==> src/rtl/lc3b_types.sv <==
// Shared LC-3b pipeline types.
// - lc3b_control_word: decoded control bits carried down the pipe from ID/EX.
// - mem_state_e: data-memory access state of the EX/MEM stage.
// - WMASK_*: byte-enable patterns for word and byte stores.
package lc3b_types;

  typedef struct packed {
    logic mem_read;      // instruction loads from data memory
    logic mem_write;     // instruction stores to data memory
    logic byte_op;       // LDB/STB: single-byte access
    logic load_regfile;  // instruction writes a destination register
  } lc3b_control_word;

  typedef enum logic {
    MEM_IDLE = 1'b0,
    MEM_WAIT = 1'b1
  } mem_state_e;

  localparam logic [1:0] WMASK_WORD = 2'b11;
  localparam logic [1:0] WMASK_LO   = 2'b01;
  localparam logic [1:0] WMASK_HI   = 2'b10;

endpackage

==> src/rtl/mem_align.sv <==
// Combinational byte-lane steering for the data-memory port.
// Ports:
//   byte_op    in   1   access is a single byte
//   addr       in  16   effective address from the ALU
//   store_data in  16   register value to store
//   rdata      in  16   raw word returned by memory
//   mem_addr   out 16   address presented to memory (word-aligned for word ops)
//   wmask      out  2   byte enables
//   wdata      out 16   store data replicated into the addressed lane
//   load_value out 16   loaded value, byte loads zero-extended
module mem_align
  import lc3b_types::*;
(
  input  logic        byte_op,
  input  logic [15:0] addr,
  input  logic [15:0] store_data,
  input  logic [15:0] rdata,
  output logic [15:0] mem_addr,
  output logic [1:0]  wmask,
  output logic [15:0] wdata,
  output logic [15:0] load_value
);

  always_comb begin
    mem_addr   = {addr[15:1], 1'b0};
    wmask      = WMASK_WORD;
    wdata      = store_data;
    load_value = rdata;
    if (byte_op) begin
      mem_addr   = addr;
      wmask      = addr[0] ? WMASK_HI : WMASK_LO;
      // Byte goes to both lanes; the mask selects which one memory keeps.
      wdata      = {store_data[7:0], store_data[7:0]};
      load_value = addr[0] ? {8'h00, rdata[15:8]} : {8'h00, rdata[7:0]};
    end
  end

endmodule

==> src/rtl/ex_mem_stage.sv <==
// EX/MEM pipeline stage with data-memory access and MEM/WB output register.
// Captures execute results, issues load/store requests, stalls upstream while
// an access is outstanding and retires results to writeback.
// Ports:
//   clk, reset                      clock, async active-high reset
//   ex_valid/ex_ctrl/ex_alu/...     execute results from ID/EX
//   flush                           squash the instruction captured this cycle
//   stall_out                       hold upstream registers
//   mem_*                           data-memory request/response port
//   wb_*                            MEM/WB register to writeback
//   mem_busy                        FSM state is WAIT (debug/state view)
//   stall_cycles                    saturating count of stalled cycles
// Handshake: a request (mem_read or mem_write) stays high with stable
// address/data/mask until the memory pulses mem_resp for one cycle; the
// access completes on the edge that samples mem_resp high, which may be the
// same cycle the request first appears (zero wait states, no stall).
module ex_mem_stage
  import lc3b_types::*;
#(
  parameter int STALL_CNT_W = 16
) (
  input  logic                   clk,
  input  logic                   reset,
  input  logic                   ex_valid,
  input  lc3b_control_word       ex_ctrl,
  input  logic [15:0]            ex_alu,
  input  logic [15:0]            ex_wdata,
  input  logic [2:0]             ex_dest,
  input  logic [15:0]            ex_pc_plus2,
  input  logic                   flush,
  output logic                   stall_out,
  output logic [15:0]            mem_address,
  output logic                   mem_read,
  output logic                   mem_write,
  output logic [1:0]             mem_wmask,
  output logic [15:0]            mem_wdata,
  input  logic [15:0]            mem_rdata,
  input  logic                   mem_resp,
  output logic                   wb_valid,
  output logic [15:0]            wb_data,
  output logic [2:0]             wb_dest,
  output logic                   wb_regwrite,
  output logic [15:0]            wb_pc_plus2,
  output logic                   mem_busy,
  output logic [STALL_CNT_W-1:0] stall_cycles
);

  // EX/MEM register
  logic             s_valid;
  lc3b_control_word s_ctrl;
  logic [15:0]      s_alu;
  logic [15:0]      s_wdata;
  logic [2:0]       s_dest;
  logic [15:0]      s_pc_plus2;

  mem_state_e  state, state_next;
  logic [15:0] load_value;
  logic        mem_req;

  mem_align u_align (
    .byte_op    (s_ctrl.byte_op),
    .addr       (s_alu),
    .store_data (s_wdata),
    .rdata      (mem_rdata),
    .mem_addr   (mem_address),
    .wmask      (mem_wmask),
    .wdata      (mem_wdata),
    .load_value (load_value)
  );

  // Write wins if a malformed control word sets both bits.
  assign mem_write = s_valid & s_ctrl.mem_write;
  assign mem_read  = s_valid & s_ctrl.mem_read & ~s_ctrl.mem_write;
  assign mem_req   = mem_read | mem_write;
  assign stall_out = mem_req & ~mem_resp;
  assign mem_busy  = (state == MEM_WAIT);

  always_ff @(posedge clk or posedge reset) begin
    if (reset) begin
      s_valid    <= 1'b0;
      s_ctrl     <= '0;
      s_alu      <= '0;
      s_wdata    <= '0;
      s_dest     <= '0;
      s_pc_plus2 <= '0;
    end else if (!stall_out) begin
      s_valid    <= ex_valid & ~flush;
      s_ctrl     <= ex_ctrl;
      s_alu      <= ex_alu;
      s_wdata    <= ex_wdata;
      s_dest     <= ex_dest;
      s_pc_plus2 <= ex_pc_plus2;
    end
  end

  always_ff @(posedge clk or posedge reset) begin
    if (reset) state <= MEM_IDLE;
    else       state <= state_next;
  end

  always_comb begin
    state_next = state;
    case (state)
      MEM_IDLE: if (mem_req && !mem_resp) state_next = MEM_WAIT;
      MEM_WAIT: if (mem_resp)             state_next = MEM_IDLE;
      default:                            state_next = MEM_IDLE;
    endcase
  end

  always_ff @(posedge clk or posedge reset) begin
    if (reset) begin
      wb_valid    <= 1'b0;
      wb_data     <= '0;
      wb_dest     <= '0;
      wb_regwrite <= 1'b0;
      wb_pc_plus2 <= '0;
    end else if (!stall_out) begin
      wb_valid    <= s_valid;
      wb_dest     <= s_dest;
      wb_pc_plus2 <= s_pc_plus2;
      wb_regwrite <= s_valid & s_ctrl.load_regfile;
      wb_data     <= s_ctrl.mem_read ? load_value : s_alu;
    end else begin
      // Bubble into writeback; data fields hold.
      wb_valid    <= 1'b0;
      wb_regwrite <= 1'b0;
    end
  end

  always_ff @(posedge clk or posedge reset) begin
    if (reset)                              stall_cycles <= '0;
    else if (stall_out && stall_cycles != '1) stall_cycles <= stall_cycles + 1'b1;
  end

endmodule
==> config.mk <==
export PLATFORM = sky130hd
export DESIGN_NAME = ex_mem_stage
export DESIGN_NICKNAME = d
export VERILOG_FILES = /design/src/rtl/lc3b_types.sv /design/src/rtl/mem_align.sv /design/src/rtl/ex_mem_stage.sv
export SDC_FILE = /design/constraint.sdc
export NUM_CORES = 1
export LEC_CHECK = 0
export ABC_AREA = 1
export CAP_MARGIN = 5
export CORE_ASPECT_RATIO = 0.7
export CORE_MARGIN = 2
export CORE_UTILIZATION = 30
export CTS_CLUSTER_SIZE = 8
export DETAILED_ROUTE_END_ITERATION = 16
export SYNTH_ARGS = -nofsm -noshare
export SYNTH_HDL_FRONTEND = slang
export SYNTH_SLANG_ARGS = --single-unit
==> constraint.sdc <==
create_clock -name clk -period 7.2 [get_ports clk]
set_clock_uncertainty 0.15 [all_clocks]
set_input_delay 0.72 -clock clk [delete_from_list [all_inputs] [get_ports clk]]
set_output_delay 0.72 -clock clk [all_outputs]
set_load 0.01 [all_outputs]
# --- Yosys cells after proc, flatten, opt, wreduce, memory -nomap -nowiden ---
# Index checks and enable logic that the tools add are counted.
word_totals:
  register_bits: 110
  in_bits: 76
  output_inout_bits: 91
  word_cells: 44
classes:
  muxes: 12
  eq_ne: 1
  add_sub_neg: 1
  reduce_logical: 3
  bitwise: 11
op_table:
  columns: ["op", "count"]
  rows:
  - ["16-bit 2-to-1 mux", 3]
  - ["16-bit by 1-bit adder with 16-bit output, second input constant", 1]
  - ["16-bit != test, second input constant", 1]
  - ["8-bit 2-to-1 mux", 1]
  - ["1-bit bitwise AND", 6]
  - ["1-bit 2-to-1 mux", 5]
  - ["2-bit 2-to-1 mux", 2]
  - ["1-bit inverter", 4]
  - ["1-bit logical AND", 2]
  - ["1-bit case mux with 2 select lines", 1]
  - ["1-bit zero test", 1]
  - ["1-bit OR", 1]

# --- Logic depth before layout (Yosys ltp) ---
# Gate-level depths: netlist of run 1.
logic_depth:
  ltp_word: 6
  mapped_depth: 10
  mapped_depth_nobuf: 9

# --- Modules after synthesis ---
# From an unflattened synthesis of run 1, not the netlist that was laid out.
hier_totals:
  cells_unflattened: 647
  area_unflattened_um2: 5251.3
by_module_without_submodules:
  columns: ["mod", "seq_area_each_um2", "area_each_um2", "n_inst", "cells_each"]
  rows:
  - ["ex_mem_stage", 2752.6, 4707.0, 1, 551]
  - ["mem_align", 0.0, 544.3, 1, 96]

# --- Worst setup path after synthesis of run 1 ---
# OpenSTA, ideal clock, no wires.
synth_path:
  path_type: "input to output"
  from: "input port mem_resp"
  to: "output port stall_out"
  path_stages: 3
  slack_ns: 5.094
  n_path_buf: 2
  arrival_time_ns: 1.236
  required_ns: 6.330
  cell_sequence: "nor2_2 -> buf_2 -> buf_2"
synth_via:
  elab_chain_len: 2
synth_rtl:
  columns: ["element", "line_no", "rtl"]
  rows:
  - ["start: declaration", "ex_mem_stage.sv:38", "input logic mem_resp,"]
  - ["1-bit inverter", "ex_mem_stage.sv:75", "assign stall_out = mem_req & ~mem_resp;"]
  - ["1-bit bitwise AND", "ex_mem_stage.sv:75", null]
  - ["end: declaration", "ex_mem_stage.sv:31", "output logic stall_out,"]
# No other way between the ends.

# --- Worst setup path in the final report of run 1 ---
layout_path:
  from: "register s_ctrl[3] (netlist bit)"
  to: "output port mem_read"
layout_via:
  elab_chain_len: 2
layout_rtl:
  columns: ["element", "line_no", "rtl"]
  rows:
  - ["start: declaration", "ex_mem_stage.sv:50", "lc3b_control_word s_ctrl;"]
  - ["start signal: assignment", "ex_mem_stage.sv:88", "s_ctrl <= ex_ctrl;"]
  - ["1-bit bitwise AND (2 in series)", "ex_mem_stage.sv:73", "assign mem_read = s_valid & s_ctrl.mem_read & ~s_ctrl.mem_write;"]
  - ["end: declaration", "ex_mem_stage.sv:33", "output logic mem_read,"]
# No other way between the ends.

==> results.yml, run 1 <==
run_status:
  status: "finished, final reports clean"
worst_setup_path:
  startpoint: "s_ctrl[3]$_DFFE_PP0N_"
  critical-path-max-stage-delay_ns: 0.66
  rrSetupSlack_ns: 4.62
  critPathRequiredTime_ns: 6.33
  timing.critical_path.fanout_max: 18
  setup.worst_path.start_class: "flop"
  timing.reg2reg.worst_path_depth: 6
  setup.worst_path.class: "reg -> out"
  cp_cell_sequence: "clkinv_1, nor3_1, clkdlybuf4s50_1"
  regToRegStartpoint: "s_ctrl[3]$_DFFE_PP0N_"
  worstSetupEndpointType: "output pin"
  crit_arrival_ns: 2.63
  crit_path_top_delay_cell: "sky130_fd_sc_hd__dfrtp_1"
  timing.rr.end: "s_pc_plus2[5]$_DFFE_PP0N_"
drt:
  postRouteAntennaNets: 0
  drt-wirelength-per-cell_um: 13.5
  wirelength_mm: 13.0
  dr.pass1.iters: 4
  met1_wire_length_mm: 6.77
  detailroute.via_count: 4108
  post_drt_via_cell_ratio: 4.27
  remaining_drc_errors: 0
  total_met3_wirelength_after_detailed_routing_um: 981
  met2RoutedLength_mm: 5.06
  detail_route.iter0.violations: 257
  top_layer: "met4"
clock_network:
  clock-root-buffer: "sky130_fd_sc_hd__clkbuf_16"
  cts-resized-gates: 0
  cts_post_setup_buffers_inserted: 0
  clock_tree.htree_level_count: 3
  clock_tree_from_tritoncts: "done"
  tritoncts.num_buffers: 9
  tritoncts_num_sinks: 110
  post_cts_hold_buffer_count: 0
  worst_skew_pair.late_latency_ns: 0.35
  cts.clk_slew.worst_paths_ns: 0.07
  clock_path_buffers: 2
yosys:
  mappedNetlistArea_um2: 4960
  synth.yosys.seq_area_share_pct: 55.5
  synth_cell_type_count: 24
  synthDominantCellAreaShare_pct: 55.5
  synth_top_area_cell: "sky130_fd_sc_hd__dfrtp_1"
  number_of_standard_cells_after_synthesis: 601
  postSynthRegisterBits: 110
  area_contributors_post_synth: "sky130_fd_sc_hd__dfrtp_1, sky130_fd_sc_hd__nand2_1, sky130_fd_sc_hd__o21ai_0"
  syn-mean-instance-area_um2: 8.25
  yosysWarningCount: 0
  synth_fp_nets: 678
placement:
  hpwlAfterDp_mm: 8.90
  globalplace.congestion: 0.730
  placement.io_buffers: 166
  preCtsSetupSlack_ns: 3.93
worst_hold_path:
  hold_depth: 2
  hold_path_end: "wb_data[14]$_DFFE_PP0N_"
  hold_path_class: "reg -> reg"
  hp-start: "wb_data[14]$_DFFE_PP0N_"
finish:
  final_layout_size_suffix_gt1_share_pct: 3.93
  area_delta_synth_final_pct: 40.5
  layout_commonest_cell: "sky130_fd_sc_hd__nand2_1"
  antennaDiodeCount: 0
  layout.cells.most_common_list: "sky130_fd_sc_hd__nand2_1, sky130_fd_sc_hd__clkdlybuf4s50_1, sky130_fd_sc_hd__dfrtp_1, sky130_fd_sc_hd__o21ai_0, sky130_fd_sc_hd__inv_1"
  net_total_in_the_final_layout: 809
global_routing:
  first_global_vias: 3887
  antenna_violations_before_repair: 0
  grt_residual_overflow: 0
  grt_max_degree: 112
  grtUsageTotal_pct: 15.1
  grt_pass1_wl_mm: 20.8
pwr:
  power_per_cell_area_nw_per_um2: 249
  power_leakage_nw: 3.23
  power.ir.vdd_worst_mv: 0.142
floorplan:
  core_um2: 16200
  die-area_um2: 17600
  boundaryPins: 167
  die_height_um: 112
  initial_core_utilization_pct: 30.5
  die_w_um: 158
  core.rowCount: 39
timing:
  fmax_mhz: 286
  layout_worst_path_cycle_share_pct: 48.6
  setup_tns_ns: 0
  rsz_0062_raised_after_global_routing: "false"
  post-route-min-period_ns: 3.50
  maxSlewViolCount: 0
  slew_headroom_pct: 32.8
  worstMarginPinSlew_ns: 1.01
  finalSetupViolations: 0
  hold_viol_final: 0
  worst_slack_ns: 3.70
flow_run:
  cap_violations: 0
[cell families (layout without fill, tap and decap cells)]
family / count (synthesis) / after routing / synth area share (%)
and+or+nand+nor: 246 / 246 / 19.4
AOI/OAI and AO/OA: 119 / 119 / 12.2
buffers and inverters: 119 / 255 / 11.6
DFF: 110 / 110 / 55.5
xor gates and xnor gates: 6 / 6 / 1.06
adders and majority gates: 1 / 1 / 0.252
[area by class of cell]
cell class / count / area [um^2]
fillers: 1641 / 9280
flip-flops and latches: 110 / 2750
repair buffers: 170 / 1690
multi-input cells: 372 / 1640
well taps: 225 / 282
inverters: 69 / 268
clock buffers: 10 / 239
clock inverters: 6 / 100
[critical path: cells and delay by family (launching register included)]
| kind | cells | cell delay, ns |
|---|---|---|
| flops | 1 | 0.66 |
| simple gates | 1 | 0.34 |
| buf+inv | 2 | 1.28 |
[per-layer routing]
metal	up-vias	track usage, %
li1	2121	-
met1	1860	22.5
met2	115	20.3
met3	12	5.68
met4	0	4.12
met5	-	0
[synth_stat cells, drive strengths merged]
cell and count:
nor3 2, inv 67, clkbuf 6, ha 1, nor2 27, nand2 204
nand3 9, nand4 4, xnor2 1, xor2 5, clkinv 2, o21ai 86
a21oi 25, o22ai 8, dfrtp 110, buf 44
[how the worst max path moves through the flow]
stage / cells past startpoint / end / slack [ns]
floorplan: 1 / mem_busy$_DFF_PP0_ / 3.43
global placement: 3 / stall_out / 3.95
detailed placement: 3 / stall_out / 3.93
CTS: 3 / mem_read / 3.68
global route: 3 / mem_read / 3.53
finish: 3 / mem_read / 3.70
[state kept, by name, indices dropped and copies added (netlist names)]
signal / cells
s_alu: 16
s_pc_plus2: 16
s_wdata: 16
stall_cycles: 16
wb_data: 16
wb_pc_plus2: 16
s_ctrl: 4
s_dest: 3
wb_dest: 3
mem_busy: 1
s_valid: 1
wb_regwrite: 1
wb_valid: 1
[power breakdown]
group | switching [W] | total [W] | internal [W]
registers | 0.0000705 | 0.000769 | 0.000699
clock network | 0.000244 | 0.000566 | 0.000322
logic | 0.000185 | 0.000397 | 0.000212
total | 0.000500 | 0.00173 | 0.00123
[through the flow]
stage               util (%)  total power [W]  instance area (um^2)  hold slack [ns]  std cells
finish                  42.9          0.00173                  6970            0.337        962
CTS                     42.9          0.00176                  6970            0.340        962
detailed placement      40.8          0.00118                  6630            0.319        946
floorplan                  -         0.000961                  4960            0.321        601
global route            42.9          0.00183                  6970            0.377        962
global placement        40.8          0.00118                  6630            0.318        946
Note: power is estimated with default switching activity, not from simulation.
==> run 2: changes to the inputs <==
==> constraint.sdc (replaced) <==
create_clock -name clk -period 3.4 [get_ports clk]
set_clock_uncertainty 0.15 [all_clocks]
set_input_delay 0.34 -clock clk [delete_from_list [all_inputs] [get_ports clk]]
set_output_delay 0.34 -clock clk [all_outputs]
set_load 0.01 [all_outputs]
==> results.yml, run 2 (synthesized netlist as in run 1, its figures left out) <==
clock_network:
  clock_tree.htree_level_count: 3
  tritoncts.num_buffers: 9
  post_cts_hold_buffer_count: 0
  cts.clk_slew.worst_paths_ns: 0.08
  cts_post_setup_buffers_inserted: 0
  tritoncts_num_sinks: 110
  cts-resized-gates: 0
  clock-root-buffer: "sky130_fd_sc_hd__clkbuf_16"
  worst_skew_pair.late_latency_ns: 0.34
  clock_tree_from_tritoncts: "done"
  clock_path_buffers: 2
floorplan:
  core_um2: 16200
  die_height_um: 112
  initial_core_utilization_pct: 30.5
  die-area_um2: 17600
  die_w_um: 158
  boundaryPins: 167
  core.rowCount: 39
pwr:
  totalPowerFinal_w: 0.00349
  power_per_cell_area_nw_per_um2: 502
  comb_power_share_pct: 24.3
  sequentialPowerShare_pct: 46.6
  p_int_w: 0.00244
  p_sw_share_pct: 30.0
  power.ir.vdd_worst_mv: 0.262
  pwr-share-clk_pct: 29.1
  power_leakage_nw: 3.22
  p_switching_w: 0.00105
finish:
  layout_commonest_cell: "sky130_fd_sc_hd__nand2_1"
  final_layout_size_suffix_gt1_share_pct: 4.32
  fillers: 1636
  layout.cells.most_common_list: "sky130_fd_sc_hd__nand2_1, sky130_fd_sc_hd__clkdlybuf4s50_1, sky130_fd_sc_hd__dfrtp_1, sky130_fd_sc_hd__o21ai_0, sky130_fd_sc_hd__inv_1"
  antennaDiodeCount: 0
  area_delta_synth_final_pct: 40.2
  final_standard_cell_utilization_of_the_core_pct: 42.8
  net_total_in_the_final_layout: 813
  regArea_um2: 2750
  multiInputGateArea_um2: 1640
worst_setup_path:
  regToRegStartpoint: "s_ctrl[3]$_DFFE_PP0N_"
  startpoint: "s_ctrl[3]$_DFFE_PP0N_"
  setup.worst_path.start_class: "flop"
  crit_arrival_ns: 2.12
  critPathRequiredTime_ns: 2.91
  timing.rr.end: "stall_cycles[12]$_DFFE_PP0P_"
  timing.critical_path.fanout_max: 14
  setup.worst_path.class: "reg -> out"
  worstSetupEndpointType: "output pin"
  timing.reg2reg.worst_path_depth: 6
  rrSetupSlack_ns: 1.21
drt:
  postRouteAntennaNets: 0
  drt-wirelength-per-cell_um: 13.2
  dr.pass1.iters: 4
  post_drt_via_cell_ratio: 4.23
  detail_route.iter0.violations: 186
  detailroute.via_count: 4085
  remaining_drc_errors: 0
  wirelength_mm: 12.8
flow_run:
  cap_violations: 0
timing:
  slew_headroom_pct: 61.2
  setup_tns_ns: 0
  hold_viol_final: 0
  worst_slack_ns: 0.786
  rsz_0062_raised_after_global_routing: "false"
  post-route-min-period_ns: 2.61
  fmax_mhz: 383
  layout_worst_path_cycle_share_pct: 76.9
  maxSlewViolCount: 0
  worstMarginPinSlew_ns: 0.582
  finalSetupViolations: 0
  worst_hold_slack_ns: 0.222
run_status:
  status: "finished, final reports clean"
placement:
  globalplace.congestion: 0.764
  placement.io_buffers: 166
  hpwlAfterDp_mm: 9.14
  preCtsSetupSlack_ns: 1.07
worst_hold_path:
  hold_path_class: "in -> async"
global_routing:
  first_global_vias: 3856
  grt_pass1_wl_mm: 20.5
  grtUsageTotal_pct: 14.9
  antenna_violations_before_repair: 0
  grt_residual_overflow: 0
  grt_max_degree: 58
-- run 2: cell count changes in the layout (fill, tap and decap cells not counted) --
cell / previous run / this run
sky130_fd_sc_hd__buf_4: 4 / 7
sky130_fd_sc_hd__buf_12: 0 / 1
sky130_fd_sc_hd__clkinv_4: 2 / 1
sky130_fd_sc_hd__clkinvlp_4: 0 / 2
sky130_fd_sc_hd__inv_6: 1 / 2
sky130_fd_sc_hd__bufinv_16: 2 / 0
sky130_fd_sc_hd__clkbuf_8: 1 / 0
-- run 2: final cells by class --
class	instances	area share, %
inverters	69	3.85
clock buffers	9	3.24
flip-flops and latches	110	39.6
well taps	225	4.05
multi-input cells	372	23.5
repair buffers	174	24.9
clock inverters	6	0.792
-- run 2: how the worst max path moves through the flow --
stage / end
2_1_floorplan: mem_busy$_DFF_PP0_
3_3_place_gp: stall_out
3_5_place_dp: stall_out
4_1_cts: stall_out
5_1_grt: stall_out
6_report: stall_out
-- run 2: worst max-delay path: stages (launching register included) --
cell and delay, ns:
sky130_fd_sc_hd__dfrtp_1 0.59, sky130_fd_sc_hd__o21ai_1 0.20, sky130_fd_sc_hd__nor2_4 0.37, sky130_fd_sc_hd__clkdlybuf4s50_1 0.62
-- run 2: power groups by stage --
stage | Sequential [W] | Clock (W) | Combinational [W]
after global placement | 0.00165 | 0 | 0.000852
after floorplan | 0.00166 | 0 | 0.000375
after CTS | 0.00163 | 0.00107 | 0.000861
after global routing | 0.00166 | 0.00112 | 0.000941
after detailed placement | 0.00165 | 0 | 0.000858
final | 0.00163 | 0.00102 | 0.000847
-- run 2: per-stage QoR --
stage / cell area (um^2) / instances
2_1_floorplan: 4960 / 601
3_3_place_gp: 6670 / 950
3_5_place_dp: 6670 / 950
4_1_cts: 6950 / 965
5_1_grt: 6950 / 965
6_report: 6950 / 965
-- run 2: layer usage --
metal	global-route usage [%]	share of wire [%]	vias to the layer above	routed length (um)
met3	4.71	6.9	9	876
met5	0	0	-	0
met2	21.2	40	108	5110
met4	2.91	0.71	0	91
met1	22.1	52	1843	6680
li1	-	-	2125	-
==> run 3: changes to the inputs <==
==> constraint.sdc (replaced) <==
create_clock -name clk -period 2.54 [get_ports clk]
set_clock_uncertainty 0.15 [all_clocks]
set_input_delay 0.254 -clock clk [delete_from_list [all_inputs] [get_ports clk]]
set_output_delay 0.254 -clock clk [all_outputs]
set_load 0.01 [all_outputs]
==> results.yml, run 3 (synthesized netlist as in run 1, its figures left out) <==
drt:
  post_drt_via_cell_ratio: 4.29
  detailroute.via_count: 4147
  postRouteAntennaNets: 0
  remaining_drc_errors: 0
  wirelength_mm: 13.1
  dr.pass1.iters: 4
  drt-wirelength-per-cell_um: 13.6
  detail_route.iter0.violations: 275
timing:
  layout_worst_path_cycle_share_pct: 90.1
  slew_headroom_pct: 52.8
  worstMarginPinSlew_ns: 0.708
  post-route-min-period_ns: 2.29
  setup_tns_ns: 0
  fmax_mhz: 437
  worst_slack_ns: 0.251
  finalSetupViolations: 0
  rsz_0062_raised_after_global_routing: "false"
  hold_viol_final: 0
  maxSlewViolCount: 0
floorplan:
  core_um2: 16200
  die_w_um: 158
  boundaryPins: 167
  die-area_um2: 17600
  die_height_um: 112
  initial_core_utilization_pct: 30.5
  core.rowCount: 39
clock_network:
  cts-resized-gates: 0
  post_cts_hold_buffer_count: 0
  cts_post_setup_buffers_inserted: 0
  clock-root-buffer: "sky130_fd_sc_hd__clkbuf_16"
  worst_skew_pair.late_latency_ns: 0.35
  clock_path_buffers: 2
  tritoncts.num_buffers: 9
  cts.clk_slew.worst_paths_ns: 0.08
  tritoncts_num_sinks: 110
  clock_tree_from_tritoncts: "done"
  clock_tree.htree_level_count: 3
worst_hold_path:
  hold_path_class: "in -> async"
global_routing:
  grt_pass1_wl_mm: 21.3
  groute.layer.met1.usage_pct: 23.4
  first_global_vias: 4009
  grt_most_used_layer: "met1"
  antenna_violations_before_repair: 1
  met2_usage_pct: 21.2
  grt_max_degree: 111
  grtUsageTotal_pct: 15.3
  grt_residual_overflow: 0
  grtUsageMet3_pct: 4.79
run_status:
  status: "finished, final reports clean"
worst_setup_path:
  crit_path_top_delay_cell: "sky130_fd_sc_hd__dfrtp_1"
  critPathBufInv: 2
  worst_path_dominant_cell_family: "flip-flops"
  cp_cell_sequence: "nand2_1, inv_2, clkdlybuf4s50_1"
  setup.worst_path.start_class: "flop"
  critPathRequiredTime_ns: 2.14
  crit_arrival_ns: 1.89
  worstSetupEndpointType: "output pin"
  critical-path-max-stage-delay_ns: 0.73
  timing.critical_path.fanout_max: 19
  setup.worst_path.class: "reg -> out"
placement:
  preCtsSetupSlack_ns: 0.573
  placement.io_buffers: 166
  hpwlAfterDp_mm: 9.27
  globalplace.congestion: 0.787
pwr:
  p_int_w: 0.00338
  p_switching_w: 0.00144
  sequentialPowerShare_pct: 45.2
  power_leakage_nw: 3.24
  p_sw_share_pct: 29.9
  pwr-share-clk_pct: 31.1
  comb_power_share_pct: 23.7
  power_per_cell_area_nw_per_um2: 689
  power.ir.vdd_worst_mv: 0.306
finish:
  area_delta_synth_final_pct: 41.1
  layout.cells.most_common_list: "sky130_fd_sc_hd__nand2_1, sky130_fd_sc_hd__clkdlybuf4s50_1, sky130_fd_sc_hd__dfrtp_1, sky130_fd_sc_hd__o21ai_0, sky130_fd_sc_hd__inv_1"
  final_layout_size_suffix_gt1_share_pct: 4.58
  layout_commonest_cell: "sky130_fd_sc_hd__nand2_1"
  net_total_in_the_final_layout: 814
  antennaDiodeCount: 0
  fillers: 1658
flow_run:
  cap_violations: 0
==> run 3: changes by cell type in the layout (fill, tap and decap cells not counted), sizes merged <==
cell,before,now
buf,8,9
bufinv,0,1
clkinv,3,5
inv,70,68
==> run 3: tightest hold or removal path, cell delays in order <==
cell and delay [ns]:
sky130_fd_sc_hd__clkdlybuf4s50_1 0.44, sky130_fd_sc_hd__clkinvlp_4 0.10, sky130_fd_sc_hd__buf_12 0.35
==> run 3: cell type report <==
class	count	area, um^2	share of cell area [%]
Tap cell	225	282	4.02
Clock buffer	9	225	3.22
Inverter	69	269	3.84
Timing Repair Buffer	175	1740	24.9
Multi-Input combinational cell	372	1640	23.4
Clock inverter	7	91.3	1.31
Sequential cell	110	2750	39.3
==> run 3: final timing paths <==
path / start / endpoint / slack (ns) / cells past startpoint
max reg2reg: stall_cycles[0]$_DFFE_PP0P_ / stall_cycles[6]$_DFFE_PP0P_ / 0.68 / 10
min: reset / s_wdata[9]$_DFFE_PP0N_ / 0.19 / 3
min reg2reg: wb_data[11]$_DFFE_PP0N_ / wb_data[11]$_DFFE_PP0N_ / 0.34 / 2
max: s_ctrl[1]$_DFFE_PP0N_ / mem_address[0] / 0.25 / 3
min in group clk: ex_alu[4] / s_alu[4]$_DFFE_PP0N_ / 0.29 / 3
max in group asynchronous: reset / s_pc_plus2[7]$_DFFE_PP0N_ / 1.44 / 3
==> run 3: power by group through the flow <==
stage          Combinational (W)  Sequential, W  Clock [W]
2_1_floorplan           0.000502        0.00222          0
3_3_place_gp             0.00115        0.00221          0
3_5_place_dp             0.00116        0.00221          0
4_1_cts                  0.00117        0.00218    0.00155
5_1_grt                  0.00127        0.00221    0.00162
6_report                 0.00114        0.00218    0.00150
==> run 3: stage by stage <==
stage	hold WS [ns]	std cells	area [um^2]	power, W	util (%)
floorplan	0.167	601	4960	0.00272	-
global placement	0.314	951	6680	0.00336	41.1
detailed placement	0.324	951	6680	0.00337	41.1
CTS	0.275	967	7000	0.00490	43.1
global route	0.287	967	7000	0.00511	43.1
finish	0.187	967	7000	0.00482	43.1
==> run 3: layer usage <==
| layer | vias up | part of all wire (%) |
|---|---|---|
| met4 | 0 | 0.57 |
| met5 | - | 0 |
| li1 | 2128 | - |
| met2 | 111 | 41 |
| met3 | 8 | 6.6 |
| met1 | 1900 | 52 |
